==> src/rtl/inst_fetch.sv <==
// Instruction fetch stage in front of a 1-cycle-latency BRAM: PC, read issue, and a
// 2-entry output queue presenting {pc, instruction} to decode over valid/ready.
module inst_fetch #(
    parameter int unsigned ADDR_W   = 17,
    parameter logic [31:0] RESET_PC = 32'h0000_0000
) (
    input  logic              clk,
    input  logic              resetn,
    input  logic              redirect_valid,
    input  logic [31:0]       redirect_pc,
    output logic              inst_en,
    output logic [ADDR_W-1:0] inst_addr,
    input  logic [31:0]       inst_rdata,
    output logic              out_valid,
    input  logic              out_ready,
    output logic [31:0]       out_pc,
    output logic [31:0]       out_inst
);

    localparam int unsigned CNT_W = 2;
    localparam int unsigned OCC_W = 3;

    logic [31:0]      pc_q, pc_n;
    logic             pend_q, pend_n;
    logic [31:0]      pend_pc_q, pend_pc_n;
    logic [CNT_W-1:0] count_q, count_n, cnt_after;
    logic [31:0]      e1_pc_q, e1_pc_n;
    logic [31:0]      e1_inst_q, e1_inst_n;
    logic             valid_n;
    logic [31:0]      head_pc_n, head_inst_n;

    logic             pop;
    logic             push;
    logic             issue;
    logic [OCC_W-1:0] occ;

    assign pop   = out_valid & out_ready;
    assign push  = pend_q & ~redirect_valid;
    // Credit: words queued plus the one in flight must leave room after this cycle's pop.
    assign occ   = OCC_W'(count_q) + OCC_W'(pend_q) - OCC_W'(pop);
    assign issue = ~redirect_valid & (occ < OCC_W'(2));

    assign inst_en   = issue & resetn;
    assign inst_addr = pc_q[ADDR_W+1:2];

    // Next-state for PC, in-flight tracking and the queue (head lives in the output registers).
    always_comb begin
        pc_n        = pc_q;
        pend_n      = 1'b0;
        pend_pc_n   = pend_pc_q;
        count_n     = count_q;
        cnt_after   = count_q;
        e1_pc_n     = e1_pc_q;
        e1_inst_n   = e1_inst_q;
        valid_n     = out_valid;
        head_pc_n   = out_pc;
        head_inst_n = out_inst;

        if (redirect_valid) begin
            pc_n    = redirect_pc & ~32'h0000_0003;
            count_n = '0;
            valid_n = 1'b0;
        end else begin
            if (issue) begin
                pend_n    = 1'b1;
                pend_pc_n = pc_q;
                pc_n      = pc_q + 32'd4;
            end
            cnt_after = count_q - CNT_W'(pop);
            if (pop) begin
                head_pc_n   = e1_pc_q;
                head_inst_n = e1_inst_q;
            end
            if (push) begin
                if (cnt_after == '0) begin
                    head_pc_n   = pend_pc_q;
                    head_inst_n = inst_rdata;
                end else begin
                    e1_pc_n   = pend_pc_q;
                    e1_inst_n = inst_rdata;
                end
            end
            count_n = cnt_after + CNT_W'(push);
            valid_n = (count_n != '0);
        end
    end

    always_ff @(posedge clk or negedge resetn) begin
        if (!resetn) begin
            pc_q      <= RESET_PC;
            pend_q    <= 1'b0;
            pend_pc_q <= '0;
            count_q   <= '0;
            e1_pc_q   <= '0;
            e1_inst_q <= '0;
            out_valid <= 1'b0;
            out_pc    <= '0;
            out_inst  <= '0;
        end else begin
            pc_q      <= pc_n;
            pend_q    <= pend_n;
            pend_pc_q <= pend_pc_n;
            count_q   <= count_n;
            e1_pc_q   <= e1_pc_n;
            e1_inst_q <= e1_inst_n;
            out_valid <= valid_n;
            out_pc    <= head_pc_n;
            out_inst  <= head_inst_n;
        end
    end

endmodule

==> config.mk <==
export PLATFORM = sky130hd
export DESIGN_NAME = inst_fetch
export DESIGN_NICKNAME = d
export VERILOG_FILES = /design/src/rtl/inst_fetch.sv
export SDC_FILE = /design/constraint.sdc
export NUM_CORES = 1
export LEC_CHECK = 0
export BUFFER_PORTS_ARGS = -buffer_cell sky130_fd_sc_hd__buf_2
export CAP_MARGIN = 20
export CORE_MARGIN = 3
export CORE_UTILIZATION = 55
export CTS_BUF_LIST = sky130_fd_sc_hd__clkbuf_4
export DETAILED_ROUTE_END_ITERATION = 12
export PLACE_DENSITY = 0.79
export SETUP_SLACK_MARGIN = 0.02
export SYNTH_ARGS = -nofsm -noshare
export SYNTH_HDL_FRONTEND = slang
export SYNTH_SLANG_ARGS = --single-unit
export TNS_END_PERCENT = 20
==> constraint.sdc <==
create_clock -name clk -period 11.1 [get_ports clk]
set_input_delay 2.775 -clock clk [delete_from_list [all_inputs] [get_ports clk]]
set_output_delay 2.775 -clock clk [all_outputs]
set_load 0.005 [all_outputs]
### Word level (Yosys, flattened, before mapping)

Cells that the tools add are included.

| storage, ports and cells | value |
|---|---|
| flip-flop bits (word level) | 196 |
| input port bits | 68 |
| output and inout bits | 83 |
| word-level logic and storage cells | 38 |

| operators by class | value |
|---|---|
| add/sub/neg operators | 5 |
| $lt $le $gt $ge | 1 |
| multiplexer cells | 12 |
| bitwise gates (word level) | 6 |
| reduce and logical (&&, ||, !) cells | 5 |

Operators with widths:

| kind | number |
|---|---|
| $mux W32 | 8 |
| $add A32 B3 Y32 const B | 1 |
| $and A1 B1 Y1 | 4 |
| $reduce_bool A2 Y1 | 2 |
| $add A2 B1 Y3 | 1 |
| $lt A3 B2 Y1 const B | 1 |
| $mux W1 | 3 |
| $reduce_and A3 Y1 | 1 |
| $sub A3 B1 Y3 | 1 |
| $add A2 B1 Y2 | 1 |
| $logic_not A2 Y1 | 1 |
| $mux W2 | 1 |
| $not A1 Y1 | 2 |
| $reduce_and A2 Y1 | 1 |
| $sub A2 B1 Y2 | 1 |

### Depth between registers and ports, before layout

Gate-level depths: netlist of the first run.

| depth | value |
|---|---|
| word-level depth | 6 |
| depth in mapped cells | 10 |
| depth with buffers taken out | 8 |

### Least setup slack after synthesis of the first run

OpenSTA, ideal clock, no wires.

| timing | value |
|---|---|
| path type | input -> output |
| start | input out_ready |
| end | output inst_en |
| data arrival time | 4.556 ns |
| data required time | 8.325 ns |
| path slack | 3.769 ns |
| stages on the path | 8 |
| buffers on the path | 1 |
| cells stage by stage | nand2_1 > xnor2_1 > and2_1 > fa_1 > xnor2_1 > nor3_1 > buf_2 > and2_1 |

| on the way | value |
|---|---|
| longest elaborated chain between the ends | 5 |

Ends and longest elaborated chain:

| item | line | RTL |
|---|---|---|
| start, declared | 15 | `input logic out_ready,` |
| $and A1 B1 Y1 | 37 | `assign pop = out_valid & out_ready;` |
| $sub A3 B1 Y3 | 40 | `assign occ = OCC_W'(count_q) + OCC_W'(pend_q) - OCC_W'(pop);` |
| $lt A3 B2 Y1 | 41 | `assign issue = ~redirect_valid & (occ < OCC_W'(2));` |
| $and A1 B1 Y1 | 41 |  |
| $and A1 B1 Y1 | 43 | `assign inst_en = issue & resetn;` |
| end, declared | 11 | `output logic inst_en,` |

Every way passes these cells.

### Worst setup path after layout of the first run

Ends and elaborated chain as after synthesis.

==> results of run 1 <==
cell type report:
type | instances | area [sq um]
Sequential cell | 190 | 4750
Multi-Input combinational cell | 469 | 3380
Clock inverter | 12 | 169
Clock buffer | 19 | 143
Antenna cell | 1 | 2.50
Tap cell | 184 | 230
Inverter | 6 | 22.5
Fill cell | 1138 | 5300
Timing Repair Buffer | 156 | 810
cell usage after synthesis (2+ instances only):
cell type,number,share of area
o21ai_0,61,0.036
ha_1,3,0.0044
inv_1,6,0.0027
nor4b_1,3,0.0031
or3_1,3,0.0022
nand4_1,9,0.0067
dfrtp_1,190,0.56
or4_1,13,0.012
nor2b_1,5,0.0037
nor4_1,5,0.0037
and4_1,3,0.0031
nand3b_1,4,0.0036
nand4b_1,2,0.0021
a31oi_1,15,0.011
and3_1,3,0.0022
nor3_1,3,0.0018
buf_2,15,0.0089
xor2_1,4,0.0041
xnor2_1,9,0.0093
nand2_1,98,0.044
clkbuf_1,23,0.010
nor2_1,19,0.0084
buf_4,17,0.015
o41ai_1,2,0.0021
mux2i_1,48,0.057
a22oi_1,17,0.015
o211ai_1,2,0.0018
and2_1,5,0.0037
buf_1,5,0.0022
mux2_2,92,0.12
nand3_1,14,0.0083
o31ai_1,11,0.0098
nor3b_1,2,0.0018
power by group:
group / total (W) / internal [W] / switching, W
combinational: 0.000791 / 0.000421 / 0.000371
sequential: 0.00116 / 0.000982 / 0.000179
clock: 0.000403 / 0.000181 / 0.000222
flip-flops by register name, summed over array words and instances (netlist names):
signal	count
count_q	2
e1_inst_q	32
e1_pc_q	30
out_inst	32
out_pc	32
out_valid	1
pc_q	30
pend_pc_q	30
pend_q	1
cells by family after synthesis:
logic type / count (synthesis) / synth area share
adders and majority gates: 4 / 0.00681
buffers and inverters: 67 / 0.0404
and+or+nand+nor: 197 / 0.116
DFF: 190 / 0.562
muxes: 140 / 0.179
xor gates and xnor gates: 13 / 0.0135
AOI/OAI and AO/OA: 115 / 0.0821
worst reg2reg max path, delay by kind of cell (launching register included):
family	cells	cell delay, ns
xor gates and xnor gates	1	0.33
adders and majority gates	1	0.52
DFF	1	0.43
and+or+nand+nor	5	1.98
AOI/OAI and AO/OA	1	0.18
path summary, 6_finish.rpt:
kind                                            from                        to  depth (start not counted)
max                                        out_ready                   inst_en                          9
min                        e1_inst_q[14]$_DFFE_PN0P_  out_inst[14]$_DFFE_PN0N_                          2
max reg2reg                      out_valid$_DFF_PN0_      pc_q[24]$_DFFE_PN0P_                          8
min reg2reg                e1_inst_q[14]$_DFFE_PN0P_  out_inst[14]$_DFFE_PN0N_                          2
max in group asynchronous                     resetn    out_pc[19]$_DFFE_PN0N_                          2
min in group asynchronous                     resetn   out_inst[4]$_DFFE_PN0N_                          1
through the flow:
| step | std cells | worst slack (ns) | utilization |
|---|---|---|---|
| floorplan | 726 | 3.77 | - |
| global placement | 1005 | 3.50 | 0.621 |
| detailed placement | 1005 | 3.46 | 0.621 |
| CTS | 1036 | 3.45 | 0.642 |
| global route | 1037 | 3.25 | 0.642 |
| finish | 1037 | 3.47 | 0.642 |
metal layers:
| metal | track usage | part of all wire | wire length [um] |
|---|---|---|---|
| met5 | 0 | 0 | 0 |
| met4 | 0.0715 | 0.013 | 239 |
| met3 | 0.0446 | 0.049 | 882 |
| met2 | 0.357 | 0.49 | 8730 |
| met1 | 0.301 | 0.45 | 8010 |
==> out/metrics.yaml, run 1 <==
status:
  status: "finished, final reports clean"
cts:
  post_cts_buffers: 0
  cts_made_buffers: 17
  post_cts_resized: 0
  cts_tree: "built"
  cts_max_level: 4
  hold_buffers: 0
  cts-root-buf: "clkbuf_4"
  clk_pin_slew_ns: 0.14
  clock-sinks: 190
  clockBufferDepth: 2
  clk_latency_ns: 0.56
logic_synthesis:
  yosysUniqueCellTypes: 48
  yosysSeqAreaShare: 0.562
  syn_nets: 798
  synth_enable_flop_cells: 0
  synthCells: 726
  synth_warnings: 0
  syn_area_sq_um: 8460
  synth_top_flop_cell: "dfrtp_1"
  synth-seq-cells: 190
  synth.avg_cell_area_sq_um: 11.6
  async_reset_ff_frac: 1.00
timing:
  max_clock_freq_mhz: 131
  skew_ns: 0.0182
  setup_violations: 0
  rsz0062_at_grt: "false"
  finalSetupTns_ns: 0
  slew_headroom: 0.336
  hold_violations: 0
  hold_slack_ns: 0.496
  max_slew.worst_pin.slew_ns: 0.993
  post-route-period-util: 0.687
  fin_crit_ns: 7.63
  slew_viol_final: 0
place:
  place.gp.congestion: 0.806
  port_buffers: 148
  place_area_sq_um: 9200
  hpwl_mm: 12.3
pwr:
  p_per_area_nw_per_um2: 248
  p_leak_nw: 4.57
  ir_drop_uv: 101
  finalPower_w: 0.00236
floorplan:
  chipHeight_um: 130
  core.rowCount: 44
  initial_core_util: 0.571
  core_sq_um: 14800
  die_w_um: 130
  dieArea_sq_um: 16900
  ioPinCount: 151
setup_path:
  critPathMaxFanout: 9
  slowest_stage: "xnor2_1"
  worstSetupPathType: "primary input to primary output"
  worst_path_largest_cell_delay_ns: 0.64
  regToRegSetupSlack_ns: 7.59
  path_buf_inv: 2
  startpoint_type: "primary input"
  path_delay_family: "XOR/XNOR gates"
  end_kind: "primary output"
  path_cells: "buf_2 -> nand2_1 -> xnor2_1 -> and2_1 -> fa_1 -> xnor2_1 -> nor3_2 -> and2_1 -> buf_2"
  cp.required_ns: 8.33
  worstPathArrival_ns: 4.85
flow_run:
  maxCapViolations: 0
grt:
  antenna_found_initial: 1
  grt_pass1_vias: 5996
  grt_overflow: 0
  grt_max_degree: 115
  grt_pass1_wl_mm: 29.5
  grt_usage: 0.220
layout:
  syn_to_final_growth_pct: 12.5
  fin_nets: 912
  fin_area_sq_um: 9510
  final_cell_mix: "dfrtp_1 (190), buf_2 (147), nand2_1 (98)"
  final_common_cell: "dfrtp_1"
  layout-drive-gt1-share: 0.330
drt:
  vias: 5970
  drt_iter0_markers: 355
  dr.pass1.iters: 5
  drtAntennaViolNets: 0
  wl_per_cell_um: 17.2
  routed_via_density: 5.76
  drc: 0
  drt_wl_total_mm: 17.9
hold_path:
  hp-class: "flip-flop to flip-flop"
Note: power is estimated with default switching activity, not from simulation.
==> run 2, diff against run 1 <==
ABC_AREA = 1   (was default)
PLACE_DENSITY = 0.78   (was 0.79)
clock period = 7.6 ns   (was 11.1 ns; I/O delays follow)
==> run 2 against run 1 <==
Net effect: combinational power is 96% higher; first-iteration DRC count is 50% higher; die area is 6.9% higher; synthesized cell count is 60% higher; core utilization is 1.2 points lower; clock-buffer cell count is 1 lower; clock skew is 0.0042 ns higher; largest cell class unchanged; highest routed layer unchanged; critical path depth stayed put.
==> out/metrics.yaml, run 2 <==
status:
  status: "finished, final reports clean"
pwr:
  p_switching_w: 0.00167
  p_comb_frac: 0.389
  intPower_w: 0.00232
  p_sw_frac: 0.418
  ir_drop_uv: 183
  power_frac_clock: 0.161
  p_per_area_nw_per_um2: 395
  seqPwrFrac: 0.450
  p_leak_nw: 5.23
cts:
  clock-sinks: 190
  cts_max_level: 4
  post_cts_buffers: 0
  clockBufferDepth: 2
  post_cts_resized: 0
  cts-root-buf: "clkbuf_4"
  cts_made_buffers: 17
  clk_pin_slew_ns: 0.13
  clk_latency_ns: 0.58
  cts_tree: "built"
  hold_buffers: 0
logic_synthesis:
  synth_top_cell_by_area: "dfrtp_1"
  synthCells: 1162
  async_reset_ff_frac: 1.00
  synth.avg_cell_area_sq_um: 7.80
  yosys-top-cells-area: "dfrtp_1 (52%), nand2_1 (15%), nand3_1 (7.5%)"
  yosysSeqAreaShare: 0.524
  syn_area_sq_um: 9070
  yosysUniqueCellTypes: 31
  synth_top_flop_cell: "dfrtp_1"
  synth_warnings: 0
  netlist.area_leader.share: 0.524
  syn_nets: 1234
  synth-seq-cells: 190
  synth_commonest_cells: "nand2_1 (367), dfrtp_1 (190), nor2_1 (147)"
  synth_most_common_cell: "nand2_1"
  synth_enable_flop_cells: 0
layout:
  multi_input_area_sq_um: 3560
  fillers: 1478
  layout-drive-gt1-share: 0.156
  final_common_cell: "nand2_1"
  final_cell_mix: "nand2_1 (367), dfrtp_1 (190), buf_2 (147)"
  fin_nets: 1336
  syn_to_final_growth_pct: 11.3
  reg_top3: "e1_inst_q: 32 flops, out_inst: 32 flops, out_pc: 32 flops"
  seq_area_sq_um: 4750
timing:
  rsz0062_at_grt: "false"
  post-route-period-util: 0.695
  finalSetupTns_ns: 0
  hold_slack_ns: 0.491
  setup_violations: 0
  slew_headroom: 0.330
  max_clock_freq_mhz: 189
  slew_viol_final: 0
  max_slew.worst_pin.slew_ns: 1.00
  skew_ns: 0.0224
  hold_violations: 0
  fin_crit_ns: 5.28
setup_path:
  regToRegSetupSlack_ns: 4.16
  critPathMaxFanout: 4
  r2r-end: "e1_pc_q[17]$_DFFE_PN0P_"
  end_kind: "primary output"
  r2r-start: "out_valid$_DFF_PN0_"
  worstPathArrival_ns: 3.38
  critPathLaunch: "out_ready"
  cp.required_ns: 5.70
  startpoint_type: "primary input"
  worstSetupPathType: "primary input to primary output"
  setup.worst_path.end: "inst_en"
  worst-r2r-cell-count: 9
hold_path:
  hp-class: "flip-flop to flip-flop"
grt:
  grt_overflow: 0
  grt_usage: 0.240
  antenna_found_initial: 1
  grt_max_degree: 74
  grt_pass1_vias: 7064
  grt_pass1_wl_mm: 35.0
floorplan:
  dieArea_sq_um: 18100
  core.rowCount: 46
  chipHeight_um: 134
  core_sq_um: 16000
  die_w_um: 134
  initial_core_util: 0.567
  ioPinCount: 151
drt:
  wl_per_cell_um: 14.3
  routed_via_density: 5.28
  vias: 7886
  drt_wl_total_mm: 21.3
  drtAntennaViolNets: 0
  drt_iter0_markers: 532
  dr.pass1.iters: 5
  drc: 0
place:
  hpwl_mm: 14.7
  place.gp.congestion: 0.878
  port_buffers: 148
flow_run:
  maxCapViolations: 0
-- run 2: changes by cell type after synthesis, sizes merged, moves of 17 or more --
cell and delta:
a21oi +28, a22oi -17, inv +82, mux2 -92
mux2i -48, nand2 +272, nand3 +122, nor2 +128
o21ai +23
-- run 2: power by group through the flow --
stage                     Sequential (W)  Combinational [W]  Clock, W
after global placement           0.00179            0.00151         0
final                            0.00179            0.00155  0.000644
after detailed placement         0.00181            0.00156         0
after global routing             0.00186            0.00178  0.000699
after floorplan                  0.00175            0.00112         0
after CTS                        0.00179            0.00157  0.000661
-- run 2: worst max-delay path: stages --
cell and delay (ns):
buf_2 0.10, nand2_1 0.12, xor2_2 0.27, nor2_1 0.09, fa_1 0.43, inv_1 0.11
nand4_2 0.13, nor2_1 0.10, buf_2 0.13
-- run 2: how the worst min path moves through the flow --
stage                                    from  cells past startpoint                        end  slack, ns
floorplan           e1_inst_q[31]$_DFFE_PN0P_                      2  e1_inst_q[31]$_DFFE_PN0P_       0.44
global placement       e1_pc_q[8]$_DFFE_PN0P_                      2     e1_pc_q[8]$_DFFE_PN0P_       0.45
detailed placement  e1_inst_q[27]$_DFFE_PN0P_                      2  e1_inst_q[27]$_DFFE_PN0P_       0.46
CTS                  e1_inst_q[7]$_DFFE_PN0P_                      2   e1_inst_q[7]$_DFFE_PN0P_       0.49
global route          out_inst[7]$_DFFE_PN0N_                      2    out_inst[7]$_DFFE_PN0N_       0.51
finish               e1_inst_q[4]$_DFFE_PN0P_                      2   e1_inst_q[4]$_DFFE_PN0P_       0.49
-- run 2: layout make-up --
class | count | share of cell area
inverter | 88 | 0.0327
sequential | 190 | 0.471
multi-input combinational | 810 | 0.353
clock buffer | 18 | 0.0134
timing repair buffer | 157 | 0.0810
tap | 216 | 0.0268
antenna | 1 | 0.000248
clock inverter | 14 | 0.0215
-- run 2: cells by family after synthesis --
logic type / count (synthesis) / share of synthesized area
compound gates: 123 / 0.0704
buf+inv: 162 / 0.0833
flops: 190 / 0.524
fa+ha+maj: 4 / 0.00635
xor+xnor: 9 / 0.00952
simple gates: 674 / 0.306
-- run 2: per-layer routing --
| metal | share of wire | track usage | vias up |
|---|---|---|---|
| li1 | - | - | 3882 |
| met1 | 0.46 | 0.352 | 3746 |
| met2 | 0.46 | 0.368 | 224 |
| met3 | 0.065 | 0.0424 | 34 |
| met4 | 0.018 | 0.0747 | 0 |
| met5 | 0 | 0 | - |
-- run 2: per-stage QoR --
step,setup slack (ns),cell area (sq um),utilization,power [W],cells
2_1_floorplan,2.05,9070,-,0.00287,1162
3_3_place_gp,2.38,9740,0.609,0.00331,1461
3_5_place_dp,2.32,9740,0.609,0.00337,1461
4_1_cts,2.32,10100,0.631,0.00402,1493
5_1_grt,2.20,10100,0.631,0.00433,1494
6_report,2.32,10100,0.631,0.00399,1494
